### src/rtl/loop_perf_recorder.sv
// loop_perf_recorder
//   Cycle-accurate performance recorder for one pipelined HLS loop instance.
//   It watches the loop FSM state, the stage block/enable signals and the
//   start/done handshake. For each invocation it counts total cycles,
//   completed iterations and start-stage stall cycles. When the invocation
//   closes, it pushes one record into a small show-ahead FIFO. The CSV dump
//   side drains that FIFO over a valid/ready port.
//
// Ports
//   clock, reset          rising-edge clock, asynchronous active-high reset
//   cur_state             loop ap_CS_fsm (one-hot)
//   iter_start_state      state code of the first pipeline stage
//   iter_end_state        state code of the last pipeline stage
//   iter_start_block      subdone block of the start stage
//   iter_end_block        subdone block of the end stage
//   iter_start_enable     enable of the first iteration register
//   iter_end_enable       enable of the last iteration register
//   loop_start            loop ap_start
//   loop_done             loop ap_done_int
//   loop_continue         qualifies loop_done
//   finish                simulation finish request (moves to HALT)
//   rec_valid/rec_ready   record FIFO head handshake
//   rec_cycles/iters/stalls/incomplete  head record fields (0 when empty)
//   busy                  high while an invocation is being recorded
//   dropped               saturating count of records lost to a full FIFO
module loop_perf_recorder #(
    parameter int STATE_W    = 8,
    parameter int CNT_W      = 32,
    parameter int FIFO_DEPTH = 4
) (
    input  logic               clock,
    input  logic               reset,
    input  logic [STATE_W-1:0] cur_state,
    input  logic [STATE_W-1:0] iter_start_state,
    input  logic [STATE_W-1:0] iter_end_state,
    input  logic               iter_start_block,
    input  logic               iter_end_block,
    input  logic               iter_start_enable,
    input  logic               iter_end_enable,
    input  logic               loop_start,
    input  logic               loop_done,
    input  logic               loop_continue,
    input  logic               finish,
    output logic               rec_valid,
    input  logic               rec_ready,
    output logic [CNT_W-1:0]   rec_cycles,
    output logic [CNT_W-1:0]   rec_iters,
    output logic [CNT_W-1:0]   rec_stalls,
    output logic               rec_incomplete,
    output logic               busy,
    output logic [7:0]         dropped
);

    localparam int PTR_W = (FIFO_DEPTH > 1) ? $clog2(FIFO_DEPTH) : 1;
    localparam logic [PTR_W:0] DEPTH_C = (PTR_W + 1)'(FIFO_DEPTH);

    typedef enum logic [1:0] {
        ST_IDLE = 2'd0,
        ST_RUN  = 2'd1,
        ST_HALT = 2'd2
    } state_t;

    function automatic logic [CNT_W-1:0] sat_inc(input logic [CNT_W-1:0] v,
                                                 input logic en);
        if (en && (v != {CNT_W{1'b1}})) begin
            return v + CNT_W'(1);
        end
        return v;
    endfunction

    function automatic logic [7:0] sat_inc8(input logic [7:0] v, input logic en);
        if (en && (v != 8'hFF)) begin
            return v + 8'd1;
        end
        return v;
    endfunction

    state_t           state_q, state_d;
    logic [CNT_W-1:0] cyc_q, cyc_d;
    logic [CNT_W-1:0] itr_q, itr_d;
    logic [CNT_W-1:0] stl_q, stl_d;

    logic             iter_end_ev;
    logic             stall_ev;
    logic             done_ev;
    logic [CNT_W-1:0] cyc_inc, itr_inc, stl_inc;

    logic             push;
    logic             push_incomplete;

    // Event decode: combinational on this cycle's loop signals
    always_comb begin
        iter_end_ev = (cur_state == iter_end_state) && iter_end_enable && !iter_end_block;
        stall_ev    = (cur_state == iter_start_state) && iter_start_enable && iter_start_block;
        done_ev     = loop_done && loop_continue;
        cyc_inc     = sat_inc(cyc_q, 1'b1);
        itr_inc     = sat_inc(itr_q, iter_end_ev);
        stl_inc     = sat_inc(stl_q, stall_ev);
    end

    // Control FSM and counters
    always_comb begin
        state_d         = state_q;
        cyc_d           = cyc_q;
        itr_d           = itr_q;
        stl_d           = stl_q;
        push            = 1'b0;
        push_incomplete = 1'b0;
        case (state_q)
            ST_IDLE: begin
                if (finish) begin
                    state_d = ST_HALT;
                end else if (loop_start) begin
                    // The start cycle is cycle 1 and its events already count.
                    state_d = ST_RUN;
                    cyc_d   = CNT_W'(1);
                    itr_d   = CNT_W'(iter_end_ev);
                    stl_d   = CNT_W'(stall_ev);
                end
            end
            ST_RUN: begin
                cyc_d = cyc_inc;
                itr_d = itr_inc;
                stl_d = stl_inc;
                if (done_ev) begin
                    push = 1'b1;
                    if (finish) begin
                        state_d = ST_HALT;
                    end else if (loop_start) begin
                        // Shared done/start cycle: it closes the old record
                        // and is cycle 1 of the next invocation.
                        cyc_d = CNT_W'(1);
                        itr_d = '0;
                        stl_d = '0;
                    end else begin
                        state_d = ST_IDLE;
                    end
                end else if (finish) begin
                    push            = 1'b1;
                    push_incomplete = 1'b1;
                    state_d         = ST_HALT;
                end
            end
            ST_HALT: begin
                state_d = ST_HALT;
            end
            default: begin
                state_d = ST_IDLE;
            end
        endcase
    end

    always_ff @(posedge clock or posedge reset) begin
        if (reset) begin
            state_q <= ST_IDLE;
            cyc_q   <= '0;
            itr_q   <= '0;
            stl_q   <= '0;
        end else begin
            state_q <= state_d;
            cyc_q   <= cyc_d;
            itr_q   <= itr_d;
            stl_q   <= stl_d;
        end
    end

    // Record FIFO (show-ahead)
    logic [CNT_W-1:0] mem_cyc_q [FIFO_DEPTH];
    logic [CNT_W-1:0] mem_itr_q [FIFO_DEPTH];
    logic [CNT_W-1:0] mem_stl_q [FIFO_DEPTH];
    logic             mem_inc_q [FIFO_DEPTH];

    logic [PTR_W-1:0] rd_q, rd_d;
    logic [PTR_W-1:0] wr_q, wr_d;
    logic [PTR_W:0]   cnt_q, cnt_d;
    logic [7:0]       drop_q, drop_d;

    logic             empty, full, pop, accept, drop_ev;

    always_comb begin
        empty   = (cnt_q == '0);
        full    = (cnt_q == DEPTH_C);
        pop     = !empty && rec_ready;
        // A full FIFO still takes a push when the head leaves the same cycle.
        accept  = push && (!full || pop);
        drop_ev = push && full && !pop;

        rd_d = rd_q;
        wr_d = wr_q;
        cnt_d = cnt_q;
        if (pop) begin
            rd_d = rd_q + PTR_W'(1);
        end
        if (accept) begin
            wr_d = wr_q + PTR_W'(1);
        end
        if (accept && !pop) begin
            cnt_d = cnt_q + (PTR_W + 1)'(1);
        end else if (pop && !accept) begin
            cnt_d = cnt_q - (PTR_W + 1)'(1);
        end
        drop_d = sat_inc8(drop_q, drop_ev);
    end

    always_ff @(posedge clock or posedge reset) begin
        if (reset) begin
            rd_q   <= '0;
            wr_q   <= '0;
            cnt_q  <= '0;
            drop_q <= '0;
        end else begin
            rd_q   <= rd_d;
            wr_q   <= wr_d;
            cnt_q  <= cnt_d;
            drop_q <= drop_d;
        end
    end

    // Storage carries no reset; entries are only observed through cnt_q.
    always_ff @(posedge clock) begin
        if (accept) begin
            mem_cyc_q[wr_q] <= cyc_inc;
            mem_itr_q[wr_q] <= itr_inc;
            mem_stl_q[wr_q] <= stl_inc;
            mem_inc_q[wr_q] <= push_incomplete;
        end
    end

    always_comb begin
        rec_valid      = !empty;
        rec_cycles     = '0;
        rec_iters      = '0;
        rec_stalls     = '0;
        rec_incomplete = 1'b0;
        if (!empty) begin
            rec_cycles     = mem_cyc_q[rd_q];
            rec_iters      = mem_itr_q[rd_q];
            rec_stalls     = mem_stl_q[rd_q];
            rec_incomplete = mem_inc_q[rd_q];
        end
        busy    = (state_q == ST_RUN);
        dropped = drop_q;
    end

endmodule

### config.mk
export PLATFORM = sky130hd
export DESIGN_NAME = loop_perf_recorder
export DESIGN_NICKNAME = d
export VERILOG_FILES = /design/src/rtl/loop_perf_recorder.sv
export SDC_FILE = /design/constraint.sdc
export NUM_CORES = 1
export LEC_CHECK = 0
export ABC_AREA = 1
export BUFFER_PORTS_ARGS = -buffer_cell sky130_fd_sc_hd__buf_2
export CORE_ASPECT_RATIO = 1.1
export CORE_MARGIN = 10
export CORE_UTILIZATION = 61
export CTS_CLUSTER_SIZE = 40
export DETAILED_ROUTE_END_ITERATION = 8
export PLACE_DENSITY_LB_ADDON = 0.1
export SYNTH_ARGS = -nofsm -noshare
export SYNTH_HDL_FRONTEND = slang
export SYNTH_SLANG_ARGS = --single-unit
### constraint.sdc
create_clock -name clock -period 7.53 [get_ports clock]
set_clock_uncertainty 0.2 [all_clocks]
set_input_delay 1.506 -clock clock [delete_from_list [all_inputs] [get_ports clock]]
set_output_delay 1.506 -clock clock [all_outputs]
set_load 0.005 [all_outputs]
==> key figures <==
Clocking
  – Post-CTS Hold Fix Bufs: 0
  – CTS tree: done
  – Max H-tree Level: 2
  – Root buf cell: clkbuf_16
  – Clock Path Buffers: 3
  – TritonCTS Buffers: 49
  – Clk sink count: 501
  – Setup Buffers After CTS: 0
  – CTS resizes: 0
  – Clock transition at the registers of the reported paths: 60 ps
  – Clk_lat worst skew: 590 ps

Run
  – Max Cap Viol: 0

Cells and area
  – Synth-to-Final Area Change: 11.2%
  – Nets: 2725
  – Finished Cell Area: 26500 um^2
  – Layout cell share with drive strength beyond 1: 10.9%
  – Most common cell after layout, fill and taps aside: nand2_1
  – Antenna diode count: 0
  – Most frequent cells in the layout: 564 x nand2_1, 524 x nor2_1, 388 x edfxtp_1
  – Fill cell count: 2950

Logic synthesis
  – Post-synthesis cell area: 23800 um^2
  – YS warnings: 0
  – Cells after Synth: 2577
  – #FFs+latches synth: approximately 500
  – Synth cell types: 43
  – Syn Area/Cell: 9.25 um^2
  – Seq/Total Area, Yosys: 60.7%
  – Post-synthesis net count: around 2600
  – Top post-synthesis cells by area: edfxtp_1 49%, dfrtp_1 12%, nand2_1 8.9%
  – Share of the synthesized area in the top cell type: 48.9%
  – Synth area leader: edfxtp_1

Floorplan
  – Placement row count: 75
  – Die footprint: 47400 um^2
  – IO Pins: 142
  – Die Span X: between 200 and 250 um
  – Initial core utilization: 62.1%
  – Die Y: between 200 and 250 um
  – Placeable Area: roughly 38000 um^2

Place
  – IO buf count: 141
  – Routability congestion estimate: 0.952
  – Dpl hpwl: around 37000 um
  – Post-place instance area: 24900 um^2

Pwr
  – Leakage: ~11 nW
  – Comb power frac: 31.7%
  – Internal Power: 5.58 mW
  – Register share of total power: 39.9%
  – Clock power share: 28.4%
  – Worst VDD drop: 0.261 mV
  – Switching Fraction: 34.7%
  – Power per cell area: 322 nW/um^2
  – P_sw: 2.96 mW

Routing
  – Mean routed wirelength per cell: 17.8 um
  – Starting DRT DRC Count: 1477
  – Total number of vias: 17700
  – DR pass1 iterations: 5
  – Final antenna-violating net count: 0
  – DR vias/cell: 5.50
  – Final wirelength: 57300 um
  – DRC viols: 0

Timing
  – Max-slew headroom: between 10% and 20%
  – Slew @ Worst Pin: 1270 ps
  – Pins Over Slew Limit: 0
  – Final cycle utilization of the critical path: 68.0%
  – Final hold vios: 0
  – Final min period: 5120 ps
  – Setup-failing EPs final: 0
  – Fmax: 195 MHz
  – RSZ-0062 raised after global routing: no
  – Sum of negative setup slack: 0 ps

Critical path
  – CP peak stage delay: between 700 and 800 ps
  – Delay-heaviest family, CP: buffers and inverters
  – WP data required: roughly 5800 ps
  – Worst Setup End Kind: primary output
  – Cell Chain, Critical Path: inv_4 > buf_4 > o21ai_0 > a21oi_1 > buf_2
  – CP Max Fanout: between 100 and 150
  – Worst Path Arrival: between 3000 and 4000 ps
  – Worst path bufs/invs: 3
  – Slowest CP cell: inv_4
  – CP Class: reg -> out
  – Startpoint Class: register

Global routing
  – Gr ovfl total: 0
  – Tot GR Track Use: 23.9%
  – Largest net degree at the start of global routing: 124
  – Initial antenna violation count: 0
  – First-pass GRT wire length: 91600 um
  – Number of global-route vias before repair: 17400

Min path
  – Hold Crit Class: reg -> reg

Run status
  – Status: complete, no violations
-- power groups by stage --
stage	logic [mW]	registers, mW	clock network [mW]
floorplan	1.78	3.37	0
finish	2.70	3.41	2.43
global route	3.06	3.43	2.58
CTS	2.74	3.40	2.47
detailed placement	2.72	3.46	0
global placement	2.66	3.45	0
-- metal layers --
metal  track usage (%)  wire length, um  vias to the layer above
li1                  -                -                     8658
met1              30.4            24300                     8462
met2              41.2            28300                      506
met3              3.82             3410                       82
met4              7.51             1250                        0
met5                 0                0                        -
-- stage by stage --
stage               util, %  worst slack, ps  cells  power, mW  hold WS, ps
floorplan                 -              615   2577       5.15          226
global placement       64.9             2930   3129       6.11          242
detailed placement     64.9             2860   3129       6.18          257
CTS                    69.1             2360   3221       8.61          260
global route           69.1             2200   3221       9.07          292
finish                 69.1             2410   3221       8.53          264
-- registers in the layout (all words and copies together) (netlist names) --
| signal | flops |
|---|---|
| wr_q | 2 |
| state_q | 2 |
| cnt_q | 3 |
| stl_q | 32 |
| cyc_q | 32 |
| dropped | 8 |
| mem_cyc_q | 128 |
| mem_inc_q | 4 |
| mem_itr_q | 128 |
| mem_stl_q | 128 |
| itr_q | 32 |
| rd_q | 2 |
-- worst reg2reg max path, stage by stage (launching register included) --
cell     delay (ps)
dfrtp_1         400
nor2_1          200
o21ai_0         270
nor2_1          370
inv_1           260
nor2_4          780
buf_4           640
-- layout make-up --
class	instances	area (um^2)	area share, %
sequential	501	14500	54.6
timing repair buffer	162	876	3.30
multi-input combinational	1764	8150	30.7
tap	500	626	2.36
clock inverter	16	146	0.552
inverter	202	767	2.89
clock buffer	76	1470	5.54
-- path summary, 6_finish.rpt --
path / endpoint / from / slack [ps] / depth (start not counted)
setup / recovery: rec_iters[0] / rd_q[0] / 2410 / 5
hold / removal: state_q[1] / state_q[0] / 260 / 1
setup reg to reg: mem_cyc_q[2][5] / state_q[1] / 3980 / 6
hold reg to reg: state_q[1] / state_q[0] / 260 / 1
max in group asynchronous: cyc_q[10] / reset / 4890 / 3
min in group asynchronous: wr_q[1] / reset / 830 / 2
-- logic make-up after synthesis --
logic type | count (synthesis) | share of synthesized area, %
buffers and inverters | 312 | 5.32
muxes | 3 | 0.136
xor gates and xnor gates | 86 | 3.16
and+or+nand+nor | 1314 | 22.6
DFF | 501 | 60.7
AOI/OAI and AO/OA | 351 | 7.47
adders and majority gates | 10 | 0.556
-- Yosys cell counts, drive strengths merged --
| cell | n |
|---|---|
| nor3 | 38 |
| dfrtp | 113 |
| xnor2 | 13 |
| ha | 9 |
| mux2i | 1 |
| nand3b | 2 |
| and3 | 2 |
| inv | 201 |
| buf | 41 |
| o21ai | 244 |
| fa | 1 |
| nand4 | 16 |
| xor2 | 73 |
| a22o | 2 |
| o22ai | 2 |
| nand2 | 585 |
| a21oi | 100 |
| mux2 | 2 |
| or2 | 1 |
| nor2 | 540 |
| nand3 | 103 |
| a22oi | 1 |
| clkbuf | 69 |
| clkinv | 1 |
| and2 | 27 |
| edfxtp | 388 |
| a31oi | 1 |
| o21bai | 1 |
Power figures use the tool's default switching activity.
